--- config.mk ---
export PLATFORM = sky130hd
export DESIGN_NAME = spi_fl_seq
export DESIGN_NICKNAME = d
export VERILOG_FILES = /design/src/rtl/spi_fl_pkg.sv /design/src/rtl/spi_fl_txn.sv /design/src/rtl/spi_fl_seq.sv
export SDC_FILE = /design/constraint.sdc
export NUM_CORES = 1
export LEC_CHECK = 0
export ABC_AREA = 1
export CORE_UTILIZATION = 45
export CTS_BUF_LIST = sky130_fd_sc_hd__clkbuf_4 sky130_fd_sc_hd__clkbuf_8 sky130_fd_sc_hd__clkbuf_16
export DETAILED_ROUTE_END_ITERATION = 8
export PLACE_DENSITY = 0.7
export SYNTH_ARGS = -nofsm -noshare
export SYNTH_HDL_FRONTEND = slang
export SYNTH_SLANG_ARGS = --single-unit
--- constraint.sdc ---
create_clock -name clk -period 2.8 [get_ports clk]
set_input_delay 0.28 -clock clk [delete_from_list [all_inputs] [get_ports clk]]
set_output_delay 0.28 -clock clk [all_outputs]
set_load 0.01 [all_outputs]
--- src/rtl/spi_fl_pkg.sv ---
// Shared opcodes, SPI master commtype codes, request op encodings and FSM
// state types for the flash operation sequencer.
package spi_fl_pkg;

  localparam logic [7:0] CMD_READ = 8'h03;
  localparam logic [7:0] CMD_PP   = 8'h02;
  localparam logic [7:0] CMD_SE   = 8'h20;
  localparam logic [7:0] CMD_WREN = 8'h06;
  localparam logic [7:0] CMD_RDSR = 8'h05;
  localparam logic [7:0] CMD_RDID = 8'h9F;

  localparam logic [2:0] CT_CMD           = 3'b000;
  localparam logic [2:0] CT_CMD_ANS       = 3'b001;
  localparam logic [2:0] CT_CMD_ADDR_ANS  = 3'b010;
  localparam logic [2:0] CT_CMD_ADDR_DATA = 3'b100;
  localparam logic [2:0] CT_CMD_ADDR      = 3'b101;

  typedef enum logic [1:0] {
    OP_READ    = 2'd0,
    OP_PROGRAM = 2'd1,
    OP_ERASE   = 2'd2,
    OP_READ_ID = 2'd3
  } op_t;

  typedef enum logic [1:0] {
    SEQ_IDLE,
    SEQ_ISSUE,
    SEQ_RUN
  } seq_state_t;

  typedef enum logic [1:0] {
    TXN_IDLE,
    TXN_WAIT_ACK,
    TXN_WAIT_DONE,
    TXN_GAP
  } txn_state_t;

  // READ length: 1..4 bytes, anything else means 4
  function automatic logic [2:0] read_len(input logic [2:0] n);
    return (n == 3'd0 || n > 3'd4) ? 3'd4 : n;
  endfunction

endpackage

--- src/rtl/spi_fl_txn.sv ---
// One SPI master transaction: present fields with a validflag rising edge,
// wait for the master to take it (tready low) and finish (tready high),
// capture data_out, then hold off GAP_CLKS cycles before reporting done.
module spi_fl_txn
  import spi_fl_pkg::*;
#(
  parameter int unsigned GAP_CLKS = 8
) (
  input  logic        clk,
  input  logic        rst_n,
  input  logic        start,
  input  logic [7:0]  cmd,
  input  logic [31:0] addr,
  input  logic [31:0] data,
  input  logic [2:0]  ctype,
  input  logic [6:0]  nmiso,
  output logic        done,
  output logic [31:0] rdata,
  output logic [7:0]  spi_command,
  output logic [31:0] spi_address,
  output logic [31:0] spi_data_in,
  output logic [2:0]  spi_commtype,
  output logic [6:0]  spi_nmiso_bits,
  output logic [3:0]  spi_dummy_cycles,
  output logic        spi_validflag,
  input  logic        spi_tready,
  input  logic [31:0] spi_data_out
);

  txn_state_t  state;
  logic [31:0] gap_cnt;

  assign spi_dummy_cycles = '0;

  // Handshake FSM; fields are latched at start and held through WAIT_DONE
  always_ff @(posedge clk or negedge rst_n) begin
    if (!rst_n) begin
      state          <= TXN_IDLE;
      done           <= 1'b0;
      rdata          <= '0;
      gap_cnt        <= '0;
      spi_command    <= '0;
      spi_address    <= '0;
      spi_data_in    <= '0;
      spi_commtype   <= '0;
      spi_nmiso_bits <= '0;
      spi_validflag  <= 1'b0;
    end else begin
      done <= 1'b0;
      case (state)
        TXN_IDLE: begin
          if (start) begin
            spi_command    <= cmd;
            spi_address    <= addr;
            spi_data_in    <= data;
            spi_commtype   <= ctype;
            spi_nmiso_bits <= nmiso;
            spi_validflag  <= 1'b1;
            state          <= TXN_WAIT_ACK;
          end
        end
        TXN_WAIT_ACK: begin
          if (!spi_tready) begin
            spi_validflag <= 1'b0;
            state         <= TXN_WAIT_DONE;
          end
        end
        TXN_WAIT_DONE: begin
          if (spi_tready) begin
            rdata   <= spi_data_out;
            gap_cnt <= '0;
            state   <= TXN_GAP;
          end
        end
        TXN_GAP: begin
          if (gap_cnt + 32'd1 >= GAP_CLKS) begin
            done  <= 1'b1;
            state <= TXN_IDLE;
          end else begin
            gap_cnt <= gap_cnt + 32'd1;
          end
        end
        default: state <= TXN_IDLE;
      endcase
    end
  end

endmodule

--- src/rtl/spi_fl_seq.sv ---
// Flash operation sequencer: expands READ / PROGRAM / ERASE / READ_ID
// requests into SPI master transactions (WREN first for writes, then RDSR
// polling until WIP clears or POLL_MAX polls) and returns one response.
module spi_fl_seq
  import spi_fl_pkg::*;
#(
  parameter int unsigned POLL_MAX = 65535,
  parameter int unsigned GAP_CLKS = 8,
  parameter int unsigned POLL_W   = 16
) (
  input  logic        clk,
  input  logic        rst_n,
  input  logic        req_valid,
  output logic        req_ready,
  input  logic [1:0]  req_op,
  input  logic [23:0] req_addr,
  input  logic [31:0] req_wdata,
  input  logic [2:0]  req_nbytes,
  output logic        resp_valid,
  output logic [31:0] resp_rdata,
  output logic        resp_error,
  output logic [7:0]  spi_command,
  output logic [31:0] spi_address,
  output logic [31:0] spi_data_in,
  output logic [2:0]  spi_commtype,
  output logic [6:0]  spi_nmiso_bits,
  output logic [3:0]  spi_dummy_cycles,
  output logic        spi_validflag,
  input  logic        spi_tready,
  input  logic [31:0] spi_data_out
);

  seq_state_t        state;
  op_t               op;
  logic [23:0]       addr;
  logic [31:0]       wdata;
  logic [2:0]        nbytes;
  logic [1:0]        step;
  logic [POLL_W-1:0] poll_cnt;

  logic        txn_start;
  logic        txn_done;
  logic [31:0] txn_rdata;
  logic [7:0]  s_cmd;
  logic [2:0]  s_ct;
  logic [6:0]  s_nmiso;
  logic [31:0] s_data;
  logic [31:0] read_shaped;

  assign txn_start = (state == SEQ_ISSUE);

  // Step table: fields of the current transaction for (op, step)
  always_comb begin
    s_cmd       = CMD_RDSR;
    s_ct        = CT_CMD_ANS;
    s_nmiso     = 7'd8;
    s_data      = '0;
    read_shaped = txn_rdata >> (6'd32 - {nbytes, 3'b000});
    case (op)
      OP_READ: begin
        s_cmd   = CMD_READ;
        s_ct    = CT_CMD_ADDR_ANS;
        s_nmiso = {1'b0, nbytes, 3'b000};
      end
      OP_READ_ID: begin
        s_cmd   = CMD_RDID;
        s_ct    = CT_CMD_ANS;
        s_nmiso = 7'd24;
      end
      OP_PROGRAM: begin
        if (step == 2'd0) begin
          s_cmd   = CMD_WREN;
          s_ct    = CT_CMD;
          s_nmiso = 7'd0;
        end else if (step == 2'd1) begin
          s_cmd   = CMD_PP;
          s_ct    = CT_CMD_ADDR_DATA;
          s_nmiso = 7'd0;
          s_data  = wdata;
        end
      end
      OP_ERASE: begin
        if (step == 2'd0) begin
          s_cmd   = CMD_WREN;
          s_ct    = CT_CMD;
          s_nmiso = 7'd0;
        end else if (step == 2'd1) begin
          s_cmd   = CMD_SE;
          s_ct    = CT_CMD_ADDR;
          s_nmiso = 7'd0;
        end
      end
      default: ;
    endcase
  end

  // Request sequencing and poll evaluation. The response is issued on the
  // final transition into IDLE, so resp_valid and req_ready rise together.
  always_ff @(posedge clk or negedge rst_n) begin
    if (!rst_n) begin
      state      <= SEQ_IDLE;
      op         <= OP_READ;
      addr       <= '0;
      wdata      <= '0;
      nbytes     <= '0;
      step       <= '0;
      poll_cnt   <= '0;
      req_ready  <= 1'b1;
      resp_valid <= 1'b0;
      resp_rdata <= '0;
      resp_error <= 1'b0;
    end else begin
      resp_valid <= 1'b0;
      case (state)
        SEQ_IDLE: begin
          if (req_valid) begin
            op        <= op_t'(req_op);
            addr      <= req_addr;
            wdata     <= req_wdata;
            nbytes    <= read_len(req_nbytes);
            step      <= '0;
            poll_cnt  <= '0;
            req_ready <= 1'b0;
            state     <= SEQ_ISSUE;
          end
        end
        SEQ_ISSUE: state <= SEQ_RUN;
        SEQ_RUN: begin
          if (txn_done) begin
            if (op == OP_READ || op == OP_READ_ID) begin
              resp_valid <= 1'b1;
              resp_rdata <= (op == OP_READ) ? read_shaped : (txn_rdata >> 8);
              resp_error <= 1'b0;
              req_ready  <= 1'b1;
              state      <= SEQ_IDLE;
            end else if (step != 2'd2) begin
              step  <= step + 2'd1;
              state <= SEQ_ISSUE;
            end else if (!txn_rdata[24] || (32'(poll_cnt) + 32'd1 >= POLL_MAX)) begin
              resp_valid <= 1'b1;
              resp_rdata <= '0;
              resp_error <= txn_rdata[24];
              req_ready  <= 1'b1;
              state      <= SEQ_IDLE;
            end else begin
              poll_cnt <= poll_cnt + 1'b1;
              state    <= SEQ_ISSUE;
            end
          end
        end
        default: state <= SEQ_IDLE;
      endcase
    end
  end

  spi_fl_txn #(
    .GAP_CLKS(GAP_CLKS)
  ) u_txn (
    .clk             (clk),
    .rst_n           (rst_n),
    .start           (txn_start),
    .cmd             (s_cmd),
    .addr            ({8'h00, addr}),
    .data            (s_data),
    .ctype           (s_ct),
    .nmiso           (s_nmiso),
    .done            (txn_done),
    .rdata           (txn_rdata),
    .spi_command     (spi_command),
    .spi_address     (spi_address),
    .spi_data_in     (spi_data_in),
    .spi_commtype    (spi_commtype),
    .spi_nmiso_bits  (spi_nmiso_bits),
    .spi_dummy_cycles(spi_dummy_cycles),
    .spi_validflag   (spi_validflag),
    .spi_tready      (spi_tready),
    .spi_data_out    (spi_data_out)
  );

endmodule

; ---- Word-level counts from Yosys, hierarchy flattened
; Index checks and enable logic that the tools add are counted.
[classes]
addsub = 5
n_lt_le_gt_ge = 3
eq_ne = 24
n_shift = 1
muxes = 65
reduce_logical = 25
[op_table]
columns = operator, count
row1 = $mux 32, 9
row2 = $mux 16, 5
row3 = $pmux 32 s2, 1
row4 = $add 32x1->32 const B, 1
row5 = $ge 32x4->1 const B, 1
row6 = $pmux 16 s2, 1
row7 = $pmux 8 s4, 1
row8 = $shr 32x6->32, 1
row9 = $ne 2x2->1 const B, 11
row10 = $mux 3, 7
row11 = $pmux 7 s3, 1
row12 = $mux 1, 20
row13 = $mux 2, 10
row14 = $add 16x1->17 const B, 1
row15 = $ge 17x16->1 const B, 1
row16 = $add 16x1->16 const B, 1
row17 = $mux 6, 2
row18 = $pmux 3 s4, 1
row19 = $eq 2x2->1 const B, 5
row20 = $reduce_and 5->1, 2
row21 = $eq 2x1->1 const B, 4
row22 = $logic_not 2->1, 4
row23 = $mux 4, 2
row24 = $pmux 2 s4, 1
row25 = 17 further kinds, 30
[totals]
reg_bits = 258
inputBits = 97
output_inout_bits = 122
wordCells = 144

; ---- Depth between registers and ports, before layout
[depth]
ltp_word = 8
ltp_mapped = 18
depth_no_buf = 18

; ---- Hierarchy
; A second synthesis with hierarchy kept.
[unflattened]
hier_cells = 1454
hier_area_um2 = 12887.4
[modules_own_cells]
columns = module, n_inst, cells_per_inst, area_each_um2, seq_area_each_um2
row1 = spi_fl_txn, 1, 619, 6681.4, 3753.6
row2 = spi_fl_seq, 1, 835, 6206.0, 2904.0

; ---- Worst setup path before layout
; Ideal clock, no wire load.
[synth_timing]
kind = reg2reg
from = reg nbytes[0]
to = reg resp_rdata[25]
setup_time_ns = 0.074
t_arrival_ns = 2.484
required_ns = 2.726
slack_ns = 0.242
path_stages_with_launch = 11
n_path_buf = 3
synth_period_minus_slack_ns = 2.558
path_cell_list = dfrtp_1 > clkbuf_1 > clkinv_1 > clkbuf_1 > ha_1 > clkbuf_1 > nor3_1 > nand2_1 > inv_1 > nand3_1 > o21ai_2
[synth_via]
elab_chain_len = 4
[synth_lines]
columns = element, line
row1 = from (decl), spi_fl_seq.sv:37  ; logic [2:0] nbytes;
row2 = from (signal assigned), spi_fl_seq.sv:120  ; nbytes <= read_len(req_nbytes);
row3 = $sub 6x6->6, spi_fl_seq.sv:58  ; read_shaped = txn_rdata >> (6'd32 - {nbytes, 3'b000});
row4 = $shr 32x6->32, spi_fl_seq.sv:58
row5 = $mux 32, spi_fl_seq.sv:132  ; resp_rdata <= (op == OP_READ) ? read_shaped : (txn_rdata >> 8);
row6 = $mux 32, spi_fl_seq.sv:130  ; if (op == OP_READ || op == OP_READ_ID) begin
row7 = to (signal assigned), spi_fl_seq.sv:132
row8 = to (decl), spi_fl_seq.sv:20  ; output logic [31:0] resp_rdata,
; Every way passes these cells.
; A chain may end at the register's enable or synchronous reset.

; ---- Worst setup path in the final report
[layout_timing]
from = reg poll_cnt[0]
to = reg resp_rdata[4]
[layout_via]
elab_chain_len = 5
[layout_lines]
columns = element, line
row1 = from (decl), spi_fl_seq.sv:39  ; logic [POLL_W-1:0] poll_cnt;
row2 = from (signal assigned), spi_fl_seq.sv:146  ; poll_cnt <= poll_cnt + 1'b1;
row3 = $add 16x1->17, spi_fl_seq.sv:139  ; end else if (!txn_rdata[24] || (32'(poll_cnt) + 32'd1 >= POLL_MAX)) begin
row4 = $ge 17x16->1, spi_fl_seq.sv:139
row5 = $logic_or 1x1->1, spi_fl_seq.sv:139
row6 = $reduce_bool 2->1 (no line), -
row7 = $reduce_and 4->1 (no line), -
; Every way passes these cells.

==> results_dict.tcl <==
set metrics [dict create \
    run_status "complete, no violations" \
    io_buffers 201 \
    wl_um 31840 \
    fin_ws_ns 0.3086 \
    hold_viol 0 \
    cp-end-kind "flip-flop" \
    drive_above_1_share 0.09864 \
    htree_num_levels 1 \
    dp_hpwl_um 22130 \
    yosys_warnings 0 \
    nFillCells 2370 \
    ff_latch_area_sq_um 6282 \
    die_h_um 166.8 \
    die_area_sq_um 27810 \
    slowest_stage "dfrtp_1" \
    setup_tns_ns 0 \
    dpl_worst_slack_ns 0.2973 \
    worst_slew_pin_slew_ns 0.9373 \
    clk_pin_slew_ns 0.06 \
    cap_violations 0 \
    fmax_mhz 401.4 \
    rsz0062_at_grt "no" \
    clock_skew_ns 0.01431 \
    path_common_cell "nand2_2" \
    grt_util_met2 0.3754 \
    grt_pass1_wl_um 52420 \
    path_class "reg2reg" \
    netlist_instances 1484 \
    cts_resized 0 \
    drc 0 \
    viasPerCell 5.055 \
    synth_seq_cells 251 \
    hold_class "in2reg" \
    multi_input_area_sq_um 5194 \
    synth_top_flop_cell "dfrtp_1" \
    firstDrtPassIters 5 \
    rows 59 \
    slowest_delay_ns 0.43 \
    cp-start-kind "flip-flop" \
    dieWidth_um 166.8 \
    slew_violations 0 \
    path_cells "inv_1, ha_1, o21bai_1, nand4_1, nor3_1, nand3_1, nor2_1, nand2_2, nand2_2, nand3_4, buf_4, nand2_1, o21ai_1" \
    root_buffer "clkbuf_16" \
    grt_use_met3 0.05442 \
    vdd_drop_max_mv 0.5782 \
    num_io_pins 219 \
    syn-cell-area_sq_um 12220 \
    dp.cells 1980 \
    stdcell_area_sq_um 15460 \
    vias 10250 \
    instances_no_fill 2028 \
    clock-sinks 251 \
    finish.net_count 1791 \
    routabilityCongestion 0.9275 \
    fin_crit_sh 0.8898 \
    met1_usage 0.3120 \
    wl_per_cell_um 15.70 \
    grt_start_max_net_pins 88 \
    area_delta_synth_final_pct 26.56 \
    core_area_sq_um 26350 \
    cts_tree "yes" \
    clockBufferDepth 3 \
    total_leakage_power_nw 7.456 \
    avgSynthCellArea_sq_um 8.231 \
    cp_top_family "simple AND/OR/NAND/NOR gates" \
    path_max_fanout 44 \
    final_antenna_net_count 0 \
    clk_latency_ns 0.55 \
    crit_required_ns 3.20 \
    antenna_cells 0 \
    ys_types 48 \
    numCtsBuffers 27 \
    crit_buf_inv 2 \
    place_area_sq_um 14570 \
    grt_overflow 0 \
    min_period_ns 2.491 \
    setup_viol 0 \
    synth_edf_count 0 \
    drtIter0Drc 721 \
    initial_core_util 0.4635 \
    power_density_nw_per_um2 935.3 \
    async_flop_share 1.000 \
    slew_headroom 0.3750 \
    antenna_found_initial 0 \
    top_usage_layer "met2" \
    worstPathArrival_ns 2.89 \
    grt_pass1_vias 10090 \
    synth-seq-area-share 0.5143 \
    track_usage 0.2325 \
]
==> synthesized netlist by cell type (5+ instances only) <==
cell type | number | share of area
buf_4 | 19 | 0.012
o31ai_1 | 14 | 0.0086
a21oi_1 | 27 | 0.011
dfrtp_1 | 250 | 0.51
nor2_1 | 114 | 0.035
o21ai_1 | 25 | 0.010
nand2_1 | 583 | 0.18
nor3_1 | 6 | 0.0025
nand2_2 | 8 | 0.0041
a22oi_1 | 24 | 0.015
nor2_4 | 7 | 0.0065
inv_1 | 92 | 0.028
ha_1 | 19 | 0.019
nor2_2 | 5 | 0.0026
clkbuf_1 | 51 | 0.016
o21ai_2 | 9 | 0.0065
inv_2 | 5 | 0.0015
nand3_1 | 93 | 0.038
mux2_2 | 31 | 0.029
o21ai_0 | 33 | 0.014
buf_6 | 8 | 0.0074
a21oi_2 | 10 | 0.0072
xor2_1 | 10 | 0.0072
==> final cells by class <==
cell class,instances,area share
clock buffer,40,0.05204
clock inverter,7,0.004856
inverter,100,0.02428
multi-input combinational,1067,0.3360
sequential,251,0.4064
tap,335,0.02711
timing repair buffer,228,0.1494
==> flip-flops by register name, indices dropped and copies added, names as in the netlist, 3 cells and up <==
name                  count
u_txn.spi_address        24
u_txn.spi_data_in        32
addr                     24
resp_rdata               32
nbytes                    3
u_txn.gap_cnt            32
u_txn.spi_command         5
u_txn.spi_nmiso_bits      3
u_txn.spi_commtype        3
poll_cnt                 16
u_txn.rdata              32
wdata                    32
==> per-layer routing <==
| layer | part of all wire | vias to the layer above |
|---|---|---|
| li1 | - | 5047 |
| met1 | 0.44 | 4862 |
| met2 | 0.47 | 291 |
| met3 | 0.068 | 52 |
| met4 | 0.026 | 0 |
| met5 | 0 | - |
==> cell usage in the layout (no fill, tap or decap), drive strengths merged <==
| master | netlist | routed |
|---|---|---|
| nand2 | 592 | 592 |
| dfrtp | 250 | 250 |
| clkdlybuf4s50 | 0 | 200 |
| nor2 | 126 | 126 |
| inv | 97 | 99 |
| nand3 | 97 | 97 |
| o21ai | 67 | 67 |
| clkbuf | 51 | 40 |
| a21oi | 37 | 37 |
| mux2 | 31 | 31 |
| buf | 31 | 27 |
| a22oi | 24 | 24 |
| ha | 19 | 19 |
| conb | 1 | 17 |
| o31ai | 14 | 14 |
| xor2 | 11 | 11 |
| clkinv | 3 | 7 |
| nor3 | 6 | 6 |
| nand4 | 4 | 4 |
| or2 | 3 | 3 |
| nand3b | 3 | 3 |
| and2 | 2 | 2 |
| o21bai | 2 | 2 |
| nor3b | 2 | 2 |
| a2bb2oi | 2 | 2 |
| xnor2 | 2 | 2 |
| o32ai | 1 | 1 |
| o41ai | 1 | 1 |
| a22o | 1 | 1 |
| a31oi | 1 | 1 |
| o21a | 1 | 1 |
| a221oi | 1 | 1 |
| bufinv | 0 | 1 |
| dlygate4sd3 | 0 | 1 |
| dfstp | 1 | 1 |
==> timing repair <==
action                                  CTS  global route
endpoints found under the setup margin    0             0
setup buffers                             0             0
hold endpoints to repair                 79             0
hold buffers                              1             0
==> through the flow <==
step	hold WS [ns]	total power (W)	util
CTS	0.2468	0.01457	0.5866
floorplan	-0.01559	0.008727	-
global route	0.2686	0.01547	0.5866
finish	0.2616	0.01446	0.5866
detailed placement	0.3587	0.01098	0.5529
global placement	0.3543	0.01083	0.5529
==> path summary, 6_finish.rpt <==
kind	start	slack, ns	endpoint	cells after the start
setup reg to reg	poll_cnt[0]$_DFFE_PN0P_	0.31	resp_rdata[4]$_DFFE_PN0P_	13
max in group asynchronous	rst_n	1.70	u_txn.spi_address[5]$_DFFE_PN0P_	3
min in group asynchronous	rst_n	0.36	resp_rdata[31]$_DFFE_PN0P_	2
hold reg to reg	addr[2]$_DFFE_PN0P_	0.46	u_txn.spi_address[2]$_DFFE_PN0P_	2
hold / removal	req_wdata[10]	0.26	wdata[10]$_DFFE_PN0P_	3
setup / recovery	poll_cnt[0]$_DFFE_PN0P_	0.31	resp_rdata[4]$_DFFE_PN0P_	13
==> where the power goes <==
group          internal, W  total, W  switching [W]  leakage (nW)
registers          0.00475   0.00554       0.000788          3.27
clock network      0.00208   0.00352        0.00144         0.449
logic              0.00228   0.00540        0.00312          3.74
==> worst reg2reg max path, delay by kind of cell (launching register included) <==
family                     cells  cell delay (ns)
adders and majority gates      1             0.31
AOI/OAI and AO/OA              2             0.23
buffers and inverters          2             0.35
DFF                            1             0.43
and+or+nand+nor                8             1.03
==> cells by family (layout without fill, tap and decap cells) <==
logic type / Yosys count / in the layout / synth area share
AO/OA/AOI/OAI: 152 / 152 / 0.07846
XOR/XNOR: 13 / 13 / 0.01055
adder cells (fa/ha/maj): 19 / 19 / 0.01946
buffers and inverters: 182 / 375 / 0.06678
flip-flops: 251 / 251 / 0.5143
multiplexers: 31 / 31 / 0.02858
other: 1 / 17 / 0.0003070
AND/OR/NAND/NOR: 835 / 835 / 0.2816
(Power assumes the default switching activity.)
